### src/rtl/jtopl_slot_ctrl_if.sv
// CPU parameter-write handshake between the register front end and the slot sequencer.
// The requester holds wr_req until wr_ack; wr_busy marks a pending request.
interface jtopl_slot_ctrl_if;
    logic       wr_req;
    logic [4:0] wr_slot;
    logic       wr_ack;
    logic       wr_busy;

    modport master (output wr_req, output wr_slot, input  wr_ack, input  wr_busy);
    modport slave  (input  wr_req, input  wr_slot, output wr_ack, output wr_busy);
endinterface

### src/rtl/jtopl_slot_ctrl.sv
// OPL slot sequencer: divides cen into cenop, walks the 18 operator slots and
// schedules CPU parameter writes into the slot time of their target operator.
module jtopl_slot_ctrl #(
    parameter int DIV = 4
) (
    input  logic       clk,
    input  logic       rst,
    input  logic       cen,
    output logic       cenop,
    output logic [4:0] slot,
    output logic [1:0] group,
    output logic       op,
    output logic [1:0] subslot,
    output logic       zero,
    output logic       sample,
    jtopl_slot_ctrl_if.slave wr
);

    localparam logic [3:0] PRE_LAST  = 4'(DIV - 1);
    localparam logic [4:0] SLOT_LAST = 5'd17;

    typedef enum logic [1:0] {
        ST_IDLE,
        ST_WAIT,
        ST_ACK
    } wr_state_t;

    logic [3:0] pre;
    logic [4:0] next_slot;
    logic [4:0] tgt;
    wr_state_t  state, state_next;

    // NOTE: clocked state uses non-blocking assignments so every register
    // samples pre-edge values regardless of process evaluation order.
    always_ff @(posedge clk or negedge rst) begin
        if (!rst) begin
            pre <= '0;
        end else if (cen) begin
            pre <= (pre == PRE_LAST) ? '0 : pre + 4'd1;
        end
    end

    assign cenop     = cen && (pre == PRE_LAST);
    assign next_slot = (slot == SLOT_LAST) ? '0 : slot + 5'd1;
    assign sample    = cenop && (slot == SLOT_LAST);

    // Decode fields run as chained counters so they change on the same edge as slot.
    always_ff @(posedge clk or negedge rst) begin
        if (!rst) begin
            slot    <= '0;
            group   <= '0;
            op      <= 1'b0;
            subslot <= '0;
            zero    <= 1'b0;
        end else if (cenop) begin
            slot <= next_slot;
            zero <= (next_slot == SLOT_LAST);
            if (slot == SLOT_LAST) begin
                group   <= '0;
                op      <= 1'b0;
                subslot <= '0;
            end else if (group == 2'd2) begin
                group <= '0;
                op    <= ~op;
                if (op) subslot <= subslot + 2'd1;
            end else begin
                group <= group + 2'd1;
            end
        end
    end

    always_ff @(posedge clk or negedge rst) begin
        if (!rst) begin
            state <= ST_IDLE;
            tgt   <= '0;
        end else begin
            state <= state_next;
            if (state == ST_IDLE && wr.wr_req) tgt <= wr.wr_slot;
        end
    end

    // The latch edge is never checked for a match, so a target entered on the
    // request edge waits a full frame. Targets above 17 never match.
    always_comb begin
        // NOTE: default first so no path through the block leaves state_next
        // unassigned, which would otherwise infer a latch.
        state_next = state;
        case (state)
            ST_IDLE: if (wr.wr_req) state_next = ST_WAIT;
            ST_WAIT: begin
                if (!wr.wr_req)
                    state_next = ST_IDLE;
                else if (cenop && next_slot == tgt)
                    state_next = ST_ACK;
            end
            ST_ACK:  state_next = ST_IDLE;
            default: state_next = ST_IDLE;
        endcase
    end

    always_comb begin
        wr.wr_ack  = (state == ST_ACK);
        wr.wr_busy = (state != ST_IDLE);
    end

endmodule

### src/flat_wrapper.sv
// flat-port wrapper written by rule: the top's interface ports become plain ports
module jtopl_slot_ctrl_flat 
#(
    parameter int DIV = 4
)
  (clk, rst, cen, cenop, slot, group, op, subslot, zero, sample, wr_wr_req, wr_wr_slot, wr_wr_ack, wr_wr_busy);
  jtopl_slot_ctrl_if wr_i ();
  input  logic clk;
  input  logic rst;
  input  logic cen;
  output logic cenop;
  output logic [4:0] slot;
  output logic [1:0] group;
  output logic op;
  output logic [1:0] subslot;
  output logic zero;
  output logic sample;
  input wire logic [$bits(wr_i.wr_req)-1:0] wr_wr_req;
  input wire logic [$bits(wr_i.wr_slot)-1:0] wr_wr_slot;
  output wire logic [$bits(wr_i.wr_ack)-1:0] wr_wr_ack;
  output wire logic [$bits(wr_i.wr_busy)-1:0] wr_wr_busy;
  assign wr_i.wr_req = wr_wr_req;
  assign wr_i.wr_slot = wr_wr_slot;
  assign wr_wr_ack = wr_i.wr_ack;
  assign wr_wr_busy = wr_i.wr_busy;
  jtopl_slot_ctrl #(.DIV(DIV)) u_core (.clk(clk), .rst(rst), .cen(cen), .cenop(cenop), .slot(slot), .group(group), .op(op), .subslot(subslot), .zero(zero), .sample(sample), .wr(wr_i));
endmodule
### config.mk
export PLATFORM = sky130hd
export DESIGN_NAME = jtopl_slot_ctrl_flat
export DESIGN_NICKNAME = d
export VERILOG_FILES = /design/src/rtl/jtopl_slot_ctrl_if.sv /design/src/rtl/jtopl_slot_ctrl.sv /design/src/flat_wrapper.sv
export SDC_FILE = /design/constraint.sdc
export NUM_CORES = 1
export LEC_CHECK = 0
export ABC_AREA = 1
export BUFFER_PORTS_ARGS = -buffer_cell sky130_fd_sc_hd__clkbuf_2
export CORE_MARGIN = 3
export CORE_UTILIZATION = 51
export CTS_CLUSTER_DIAMETER = 30
export DETAILED_ROUTE_END_ITERATION = 16
export GPL_TIMING_DRIVEN = 0
export PLACE_DENSITY = 0.86
export SYNTH_ARGS = -nofsm -noshare
export SYNTH_HDL_FRONTEND = slang
export SYNTH_SLANG_ARGS = --single-unit
### constraint.sdc
create_clock -name clk -period 1.67 [get_ports clk]
set_clock_uncertainty 0.05 [all_clocks]
set_input_delay 0.334 -clock clk [delete_from_list [all_inputs] [get_ports clk]]
set_output_delay 0.334 -clock clk [all_outputs]
set_load 0.02 [all_outputs]
==> summary.md <==
The run finished, with violations left. The final reports fail on setup timing. The tools report the post-layout utilization of the core as 77.2%.

The total detailed-routing wirelength came out at 2.93 mm. The internal power of the cells was 1.47 mW; the height of the chip was 52.8 um. Summing every instance area after synthesis gives 1110 um2. Setup violations remaining at the end of the flow were counted as 3. A synthesized cell averages 8.38 um2.

The critical path data arrival time came out at 1.42 ns. The fraction of final layout cells sized beyond drive strength 1 works out to 44.6%. The overflow left after global routing is 0, and the pin count of the biggest net entering global routing is 23. The number of slew-limit violations in the final report was 0. The number of standard-cell rows in the floorplan is 16.

The number of input and output port buffers inserted is 23. The first global-routing pass estimated 4.46 mm of wire. The largest individual stage delay along the critical path comes from the cell sky130_fd_sc_hd__dfrtp_2. The completed layout was analyzed and its total power is 2.67 mW. The run gives 0 as the number of routed nets with antenna violations. At the end of routability-driven placement, the weighted congestion stood at 0.888. After filler insertion, the fill cell instance count of the layout stands at 131. TritonCTS built the clock tree. Along the worst path, the maximum fanout reaches 2. At the later pin of the worst-skew pair, clock insertion delay measures 0.32 ns. The clock net in this run drives a total of 22 sinks.

The run gives 0 as the final-report hold violation count. Measured along the x axis, the die boundary spans 52.8 um. In the finished design, the share of the clock period the worst path needs comes to 108%. 24 I/O pins were placed. The critical path starts at u_core.slot[0]$_DFFE_PN0P_.

Sequential elements use 49.4% of the synthesized area. The run gives 3 as the number of buffers created by CTS. The worst hold path belongs to the class input pin to flop.

In the routed design, unresolved DRC markers number 0. Dividing the detail-routed via count by the number of cells gives 5.41. The worst hold path was traced through 2 stages. The tools report the share of power burned in the clock network as 9.1%.

Once detailed placement completed, the half-perimeter wirelength came to 1.76 mm. The number of antenna violations at the first check in global routing was 0. The worst setup path category was flop to output port.

The startpoint identified for the worst hold timing path is wr_wr_slot[2]. The run gives 1,049 as the via count of the first global-routing pass. Global routing consumed, over all layers together, 22.0% of the routing resources. The initial utilization of the core area, before any placement, comes to 55.1%.

Across the run, the number of max-cap violations was 0. The tools report the launch instance of the worst register-to-register path as u_core.slot[0]$_DFFE_PN0P_. The number of distinct library cells after synthesis came out at 22. The wire length per cell is 14.4 um, and the endpoint required time on the critical path is 1.29 ns. The synthesis-to-layout area growth was 40.0%. The worst supply voltage drop on vdd is 1220 uV, and the number of antenna cells inserted is 0. Switching part of the total power: 44.9%. The worst pin sits at a relative slew slack of 63.6%. Walking the worst path, the cells encountered are buf_6 > ha_4 > nand2_2 > inv_2 > nand2_2 > buf_6 > nor2_4 > buf_8. The root buffer cell is sky130_fd_sc_hd__clkbuf_4.

The proportion of power drawn by combinational gates is 56.9%. Synthesis produced a netlist whose cell count is 133. For this run, the slowest stage of the critical path takes 0.42 ns. The final worst-path setup slack came out at -0.136 ns. Summed over all cells, the static leakage comes to 0.796 nW. The first-iteration detailed-routing DRC count came out at 32. The floorplan step defined a die boundary enclosing 2780 um2.

The relative contribution of sequential cells to total power is 34.0%, and the placed cell area is 1270 um2. Setup repair after global routing could not meet its margin everywhere. Final layout net count: 191.

For the number of H-tree levels, the log shows 1. STA classifies the critical path startpoint as a flop. For the pin with the worst max-slew slack, the measured transition is 0.546 ns. Number of detailed-routing iterations run before antenna repair: 4. The kind of end point of the critical path is an output port. For the worst flop-to-flop path, the logic depth is 13. The run gives 2020 um2 as the floorplan core area. The clock passes through at most 2 buffers. Summed over all nets, the switching power comes to 1.20 mW.

Subtracting the final worst setup slack from the clock period gives 1.81 ns. In the final timing run, aggregate negative setup slack is -0.247 ns. After routing the design area is 1560 um2. Timing would allow up to 554 MHz. Dividing total power by cell area gives a power density of 1710 nW/um2. The logs give 0 for the synthesis warning total and 1,103 for the routed via count. In this run, synthesis produced a sequential element count of 22.

The net count after synthesis was 145; the clock-pin slew of the registers on the worst-case setup and hold paths was 0.11 ns.
==> layer usage <==
metal	up-vias	share of wire, %	routed length, um	GRT usage, %
met3	6	6.1	179	4.56
met1	538	37	1100	25.3
met2	42	55	1610	38.4
li1	517	-	-	-
met5	-	0	0	0
met4	0	1.4	41	10.6
==> synthesized netlist by cell type <==
cell | count | area share, %
sky130_fd_sc_hd__a21oi_1 | 4 | 1.8
sky130_fd_sc_hd__buf_6 | 1 | 1.0
sky130_fd_sc_hd__clkbuf_1 | 1 | 0.34
sky130_fd_sc_hd__clkinv_2 | 1 | 0.45
sky130_fd_sc_hd__dfrtp_1 | 22 | 49
sky130_fd_sc_hd__ha_1 | 3 | 3.4
sky130_fd_sc_hd__inv_1 | 19 | 6.4
sky130_fd_sc_hd__mux2_2 | 4 | 4.0
sky130_fd_sc_hd__nand2_1 | 30 | 10
sky130_fd_sc_hd__nand2_2 | 1 | 0.56
sky130_fd_sc_hd__nand3_1 | 8 | 3.6
sky130_fd_sc_hd__nand3_2 | 1 | 0.90
sky130_fd_sc_hd__nand3b_1 | 2 | 1.3
sky130_fd_sc_hd__nand4_1 | 5 | 2.8
sky130_fd_sc_hd__nor2_1 | 16 | 5.4
sky130_fd_sc_hd__nor3_1 | 1 | 0.45
sky130_fd_sc_hd__o21a_1 | 1 | 0.67
sky130_fd_sc_hd__o21ai_0 | 8 | 3.6
sky130_fd_sc_hd__o21ai_2 | 1 | 0.79
sky130_fd_sc_hd__o21bai_1 | 1 | 0.67
sky130_fd_sc_hd__o32ai_1 | 1 | 0.79
sky130_fd_sc_hd__xnor2_1 | 2 | 1.6
==> cell usage in the layout (no fill, tap or decap), types with 2 or more instances in the layout <==
master                     instances
sky130_fd_sc_hd__nand2_1          25
sky130_fd_sc_hd__xnor2_1           2
sky130_fd_sc_hd__clkbuf_4          3
sky130_fd_sc_hd__inv_2             3
sky130_fd_sc_hd__buf_4            15
sky130_fd_sc_hd__clkbuf_2         21
sky130_fd_sc_hd__o21ai_0           7
sky130_fd_sc_hd__ha_2              2
sky130_fd_sc_hd__buf_6             4
sky130_fd_sc_hd__nand3_2           4
sky130_fd_sc_hd__nand2_2           6
sky130_fd_sc_hd__nand3b_1          2
sky130_fd_sc_hd__dfrtp_2           2
sky130_fd_sc_hd__nor2_2            5
sky130_fd_sc_hd__nand4_1           5
sky130_fd_sc_hd__mux2_2            4
sky130_fd_sc_hd__nor2_1            9
sky130_fd_sc_hd__nor2_4            2
sky130_fd_sc_hd__dfrtp_1          20
sky130_fd_sc_hd__nand3_1           4
sky130_fd_sc_hd__inv_1            16
sky130_fd_sc_hd__a21oi_1           3
==> cells by family (layout without fill, tap and decap cells) <==
| family | count (synthesis) | in the layout | synth area share [%] |
|---|---|---|---|
| AO/OA/AOI/OAI | 16 | 16 | 8.31 |
| XOR/XNOR | 2 | 2 | 1.57 |
| adder cells (fa/ha/maj) | 3 | 3 | 3.37 |
| buffers and inverters | 22 | 66 | 8.19 |
| flip-flops | 22 | 22 | 49.4 |
| multiplexers | 4 | 4 | 4.04 |
| AND/OR/NAND/NOR | 64 | 64 | 25.1 |
==> stage by stage <==
stage	instances	setup WS [ns]	hold WS (ns)
CTS	197	-0.122	0.212
floorplan	133	0.0644	-0.0116
finish	204	-0.136	0.194
global route	204	-0.182	0.201
global placement	183	0.0177	0.279
detailed placement	183	-0.0428	0.285
==> state kept, by name, indices dropped and copies added, names as in the netlist <==
register,cells
u_core.group,2
u_core.op,1
u_core.pre,4
u_core.slot,5
u_core.state,2
u_core.subslot,2
u_core.tgt,5
u_core.zero,1
==> critical path, delay by kind of cell (launching register included) <==
| kind | cells | cell delay (ns) |
|---|---|---|
| flip-flops | 1 | 0.42 |
| buffers and inverters | 4 | 0.37 |
| AND/OR/NAND/NOR | 3 | 0.15 |
| adder cells (fa/ha/maj) | 1 | 0.15 |
==> area by class of cell <==
cell class | count | area [um2] | area share, %
Inverter | 20 | 80.1 | 5.13
Clock buffer | 3 | 22.5 | 1.44
Tap cell | 27 | 33.8 | 2.17
Multi-Input combinational cell | 89 | 569 | 36.5
Timing Repair Buffer | 41 | 277 | 17.7
Buffer | 2 | 25.0 | 1.60
Sequential cell | 22 | 553 | 35.4
==> repair_timing <==
item,4_1_cts,5_1_grt
setup buffers,10,7
endpoints found under the setup margin,3,9
pin swaps,6,6
endpoints found under the hold margin,22,0
resized for setup,13,30
hold buffers,1,0
==> final timing paths <==
| check | endpoint | slack [ns] |
|---|---|---|
| worst max-delay path | sample | -0.14 |
| worst min-delay path | u_core.tgt[2]$_DFFE_PN0P_ | 0.19 |
| worst max register to register | u_core.state[0]$_DFFE_PN0P_ | -0.06 |
| worst min register to register | u_core.pre[3]$_DFFE_PN0P_ | 0.45 |
| max in group asynchronous | u_core.slot[0]$_DFFE_PN0P_ | 0.71 |
| min in group asynchronous | u_core.pre[3]$_DFFE_PN0P_ | 0.47 |
==> power by group through the flow <==
stage                     Sequential [mW]  Clock (mW)  Combinational (mW)
after global placement              0.909           0               0.942
after detailed placement            0.934           0               0.990
after CTS                           0.895       0.234                1.23
final                               0.906       0.244                1.52
after global routing                0.928       0.266                1.66
after floorplan                      1.03           0               0.581
Note: power is estimated with default switching activity, not from simulation.
